$ cat src/rtl/fsm_pkg.sv
// Shared types and helpers for the five-state go/jump controller.
package fsm_pkg;

    // Fixed state encodings; encodings 5..7 are illegal and recover to S0.
    localparam logic [2:0] ENC_S0 = 3'd0;
    localparam logic [2:0] ENC_S1 = 3'd1;
    localparam logic [2:0] ENC_S2 = 3'd2;
    localparam logic [2:0] ENC_S3 = 3'd3;
    localparam logic [2:0] ENC_S4 = 3'd4;

    typedef enum logic [2:0] {
        S0 = ENC_S0,
        S1 = ENC_S1,
        S2 = ENC_S2,
        S3 = ENC_S3,
        S4 = ENC_S4
    } state_t;

    // y decode: high only in the jump/terminal region (S3, S4).
    // Illegal encodings fall outside both compares and therefore give 0.
    function automatic logic is_jump_region(state_t s);
        return (s == S3) || (s == S4);
    endfunction

endpackage

$ cat src/rtl/fsm.sv
// Five-state Moore controller: go walks S0..S4, jump short-cuts to S3.
// y is decoded from the state register only, so inputs never reach y
// combinationally and y follows a causing input by exactly one clock.
module fsm
    import fsm_pkg::*;
(
    input  logic clk,
    input  logic reset,   // asynchronous, active-low
    input  logic go,
    input  logic jump,
    output logic y
);

    state_t state_q;
    state_t state_d;

    // State register with asynchronous clear to S0 while reset is low.
    // NOTE: sequential state uses non-blocking (<=) so every flop samples
    // the pre-edge values; blocking here would create order-dependent races.
    always_ff @(posedge clk or negedge reset) begin
        if (!reset) begin
            state_q <= S0;
        end else begin
            state_q <= state_d;
        end
    end

    // Next-state logic; jump is tested before go in every row that looks at both.
    // NOTE: state_d gets a default before the case so every path assigns it;
    // without that, a missing branch would infer a latch.
    always_comb begin
        state_d = S0;
        case (state_q)
            S0: begin
                if (jump)    state_d = S3;
                else if (go) state_d = S1;
                else         state_d = S0;
            end
            S1: begin
                if (jump) state_d = S3;
                else      state_d = S2;
            end
            S2: state_d = S3;
            S3: begin
                if (jump) state_d = S3;
                else      state_d = S4;
            end
            S4: begin
                // go has no effect here: the run always ends back in S0.
                if (jump) state_d = S3;
                else      state_d = S0;
            end
            default: state_d = S0;  // illegal 5..7 recover in one clock
        endcase
    end

    assign y = is_jump_region(state_q);

endmodule

$ cat config.mk
export PLATFORM = sky130hd
export DESIGN_NAME = fsm
export DESIGN_NICKNAME = d
export VERILOG_FILES = /design/src/rtl/fsm_pkg.sv /design/src/rtl/fsm.sv
export SDC_FILE = /design/constraint.sdc
export NUM_CORES = 1
export LEC_CHECK = 0
export CORE_AREA = 5 5 42 44
export CTS_CLUSTER_DIAMETER = 120
export DETAILED_ROUTE_END_ITERATION = 10
export DIE_AREA = 0 0 47 49
export GPL_ROUTABILITY_DRIVEN = 0
export HOLD_SLACK_MARGIN = 0.08
export PLACE_DENSITY = 0.32
export SKIP_CTS_REPAIR_TIMING = 1
export SLEW_MARGIN = 10
export SYNTH_ARGS = -nofsm -noshare
export SYNTH_HDL_FRONTEND = slang
export SYNTH_SLANG_ARGS = --single-unit
$ cat constraint.sdc
create_clock -name clk -period 1.1 [get_ports clk]
set_input_delay 0.11 -clock clk [delete_from_list [all_inputs] [get_ports clk]]
set_output_delay 0.11 -clock clk [all_outputs]
set_load 0.02 [all_outputs]
==> results.sh <==
export IMPL_outcome="complete, but fails checks"
export IMPL_violations="negative setup slack"
export IMPL_synth_area_leaders="dfrtp_1, and4bb_2, o21ai_0"
export IMPL_cts_tree="built"
export IMPL_via_per_inst=3.535
export IMPL_syn_area_sq_um=151.4
export IMPL_top_register="state_q"
export IMPL_grt_max_degree=7
export IMPL_seq_area_frac_synth=0.4959
export IMPL_fin_crit_ns=1.125
export IMPL_path_clk_slew_ns=0.03
export IMPL_setup_violations=1
export IMPL_numCtsBuffers=3
export IMPL_area_growth_syn_to_layout_pct=81.82
export IMPL_worst_slack_ns=-0.02540
export IMPL_num_rows=14
export IMPL_fillers=167
export IMPL_ys_seq_elements=3
export IMPL_finClkSkew_ns=0.001289
export IMPL_die_w_um=47
export IMPL_maxSlewViolCount=0
export IMPL_dp_hpwl_um=293.3
export IMPL_ioPinCount=5
export IMPL_grt_pass1_wl_um=703
export IMPL_drive_gt1_frac=0.3333
export IMPL_leakage_nw=0.1127
export IMPL_synth_cells=15
export IMPL_clk_latency_ns=0.23
export IMPL_max_vdd_ir_drop_mv=0.6349
export IMPL_rsz0062_at_grt="true"
export IMPL_use_met1=0.05973
export IMPL_grt_util_met3=0.02214
export IMPL_power_density_mw_per_mm2=2558
export IMPL_grt_antenna_before_repair=0
export IMPL_dr_pass1_iters=2
export IMPL_min_delay_path_class="in2reg"
export IMPL_crit_type="reg2out"
export IMPL_crit_path_start_kind="flop"
export IMPL_htreeDepth=1
export IMPL_root_buffer="clkbuf_4"
export IMPL_ys_warn_count=0
export IMPL_synth_top_cell_area_share=0.4959
export IMPL_grt_util_met2=0.04751
export IMPL_tightest_slew_ns=0.2501
export IMPL_cts_sinks=3
export IMPL_start_util=0.1080
export IMPL_core_sq_mm=0.001401
export IMPL_antenna_cells=0
export IMPL_nNetsFinal=32
export IMPL_end_kind="output port"
export IMPL_drc=0
export IMPL_cts_max_path_buffers=2
export IMPL_fmax_ghz=0.8886
export IMPL_die_area_sq_mm=0.002303
export IMPL_busiest_layer="met1"
export IMPL_track_usage=0.04658
export IMPL_tns_ns=-0.02540
export IMPL_slew_headroom=0.8319
export IMPL_overflow=0
export IMPL_die_y_um=49
export IMPL_port_buffers=4
export IMPL_required_ns=0.99
export IMPL_final_antenna_net_count=0
export IMPL_largest_reg_flops=3
export IMPL_yosysTopAreaCell="dfrtp_1"
export IMPL_layoutNonFillerInstCount=43
export IMPL_hold_viol=0
export IMPL_reg_largest_list="state_q x3"
export IMPL_synth_nets=19
export IMPL_cp_arrival_ns=1.02
export IMPL_maxCapViolations=0
export IMPL_dp_cells=38
export IMPL_grt_pass1_vias=173
export IMPL_cp_max_fo=3
export IMPL_seq_area_sq_um=75.07
export IMPL_syn_area_per_cell_sq_um=10.09
export IMPL_routed_wl_um=383
export IMPL_synth_cell_types=11
export IMPL_dr_total_vias=152
export IMPL_multi_input_area_sq_um=80.08
export IMPL_fin_crit_sh=1.023
export IMPL_drtIter0Drc=3
export IMPL_avgRoutedWirePerCell_um=8.907
## worst max-delay path: stages, from the launching register on
cell,delay [ns]
dfrtp_1,0.37
nand2b_1,0.16
o21ai_2,0.13
buf_6,0.13
## cell usage in the layout, fill, tap and decap left out, drive strengths merged, types with 2 or more instances in the layout
cell type,synthesis,routed
buf,0,4
nand2,2,2
clkdlybuf4s50,0,3
o21ai,3,3
dfrtp,3,3
clkbuf,0,4
## cell usage after synthesis
master    instances
and4bb_2          1
dfrtp_1           3
nand2_1           2
nand2b_1          1
nand3b_1          1
nor2_1            1
nor2b_1           1
o21ai_0           2
o21ai_1           1
o311a_1           1
o31ai_1           1
## metrics by stage
step,setup WS [ns],hold slack [ns],util,power [mW],cell area (sq um)
2_1_floorplan,0.1083,-0.1856,-,0.3389,151.4
3_3_place_gp,-0.2494,0.3011,0.1670,0.4966,234.0
3_5_place_dp,-0.2700,0.3026,0.1670,0.5009,234.0
4_1_cts,-0.5227,0.05304,0.1857,0.7015,260.3
5_1_grt,-0.09436,0.5252,0.1964,0.7747,275.3
6_report,-0.02540,0.4966,0.1964,0.7041,275.3
## layer usage
layer / vias up / wire, um
li1: 79 / -
met5: - / 0
met4: 0 / 0
met3: 0 / 43
met2: 5 / 164
met1: 68 / 174
## cells by family (layout without fill, tap and decap cells)
| kind of cell | Yosys count | count (layout) | share of synthesized area |
|---|---|---|---|
| buffers and inverters | 0 | 12 | 0 |
| AOI/OAI and AO/OA | 5 | 5 | 0.2149 |
| DFF | 3 | 3 | 0.4959 |
| and+or+nand+nor | 7 | 7 | 0.2893 |
## cell type report
type                            count  share of cell area
Tap cell                           16             0.07273
Timing Repair Buffer                8              0.2682
Clock buffer                        4             0.09545
Multi-Input combinational cell     12              0.2909
Sequential cell                     3              0.2727
## where the power goes
part	internal (mW)	switching [mW]	total, mW
Clock	0.136	0.0535	0.189
Combinational	0.182	0.137	0.319
Sequential	0.155	0.0411	0.196
Total	0.472	0.232	0.704
## final timing paths
path	start	end	slack, ns	cells after the start
setup / recovery	state_q[0]	y	-0.03	3
hold / removal	go	state_q[0]	0.50	3
setup reg to reg	state_q[1]	state_q[1]	0.06	2
hold reg to reg	state_q[0]	state_q[0]	0.62	2
max in group asynchronous	reset	state_q[0]	0.37	2
min in group asynchronous	reset	state_q[1]	0.59	2
Note: power is estimated with default switching activity, not from simulation.
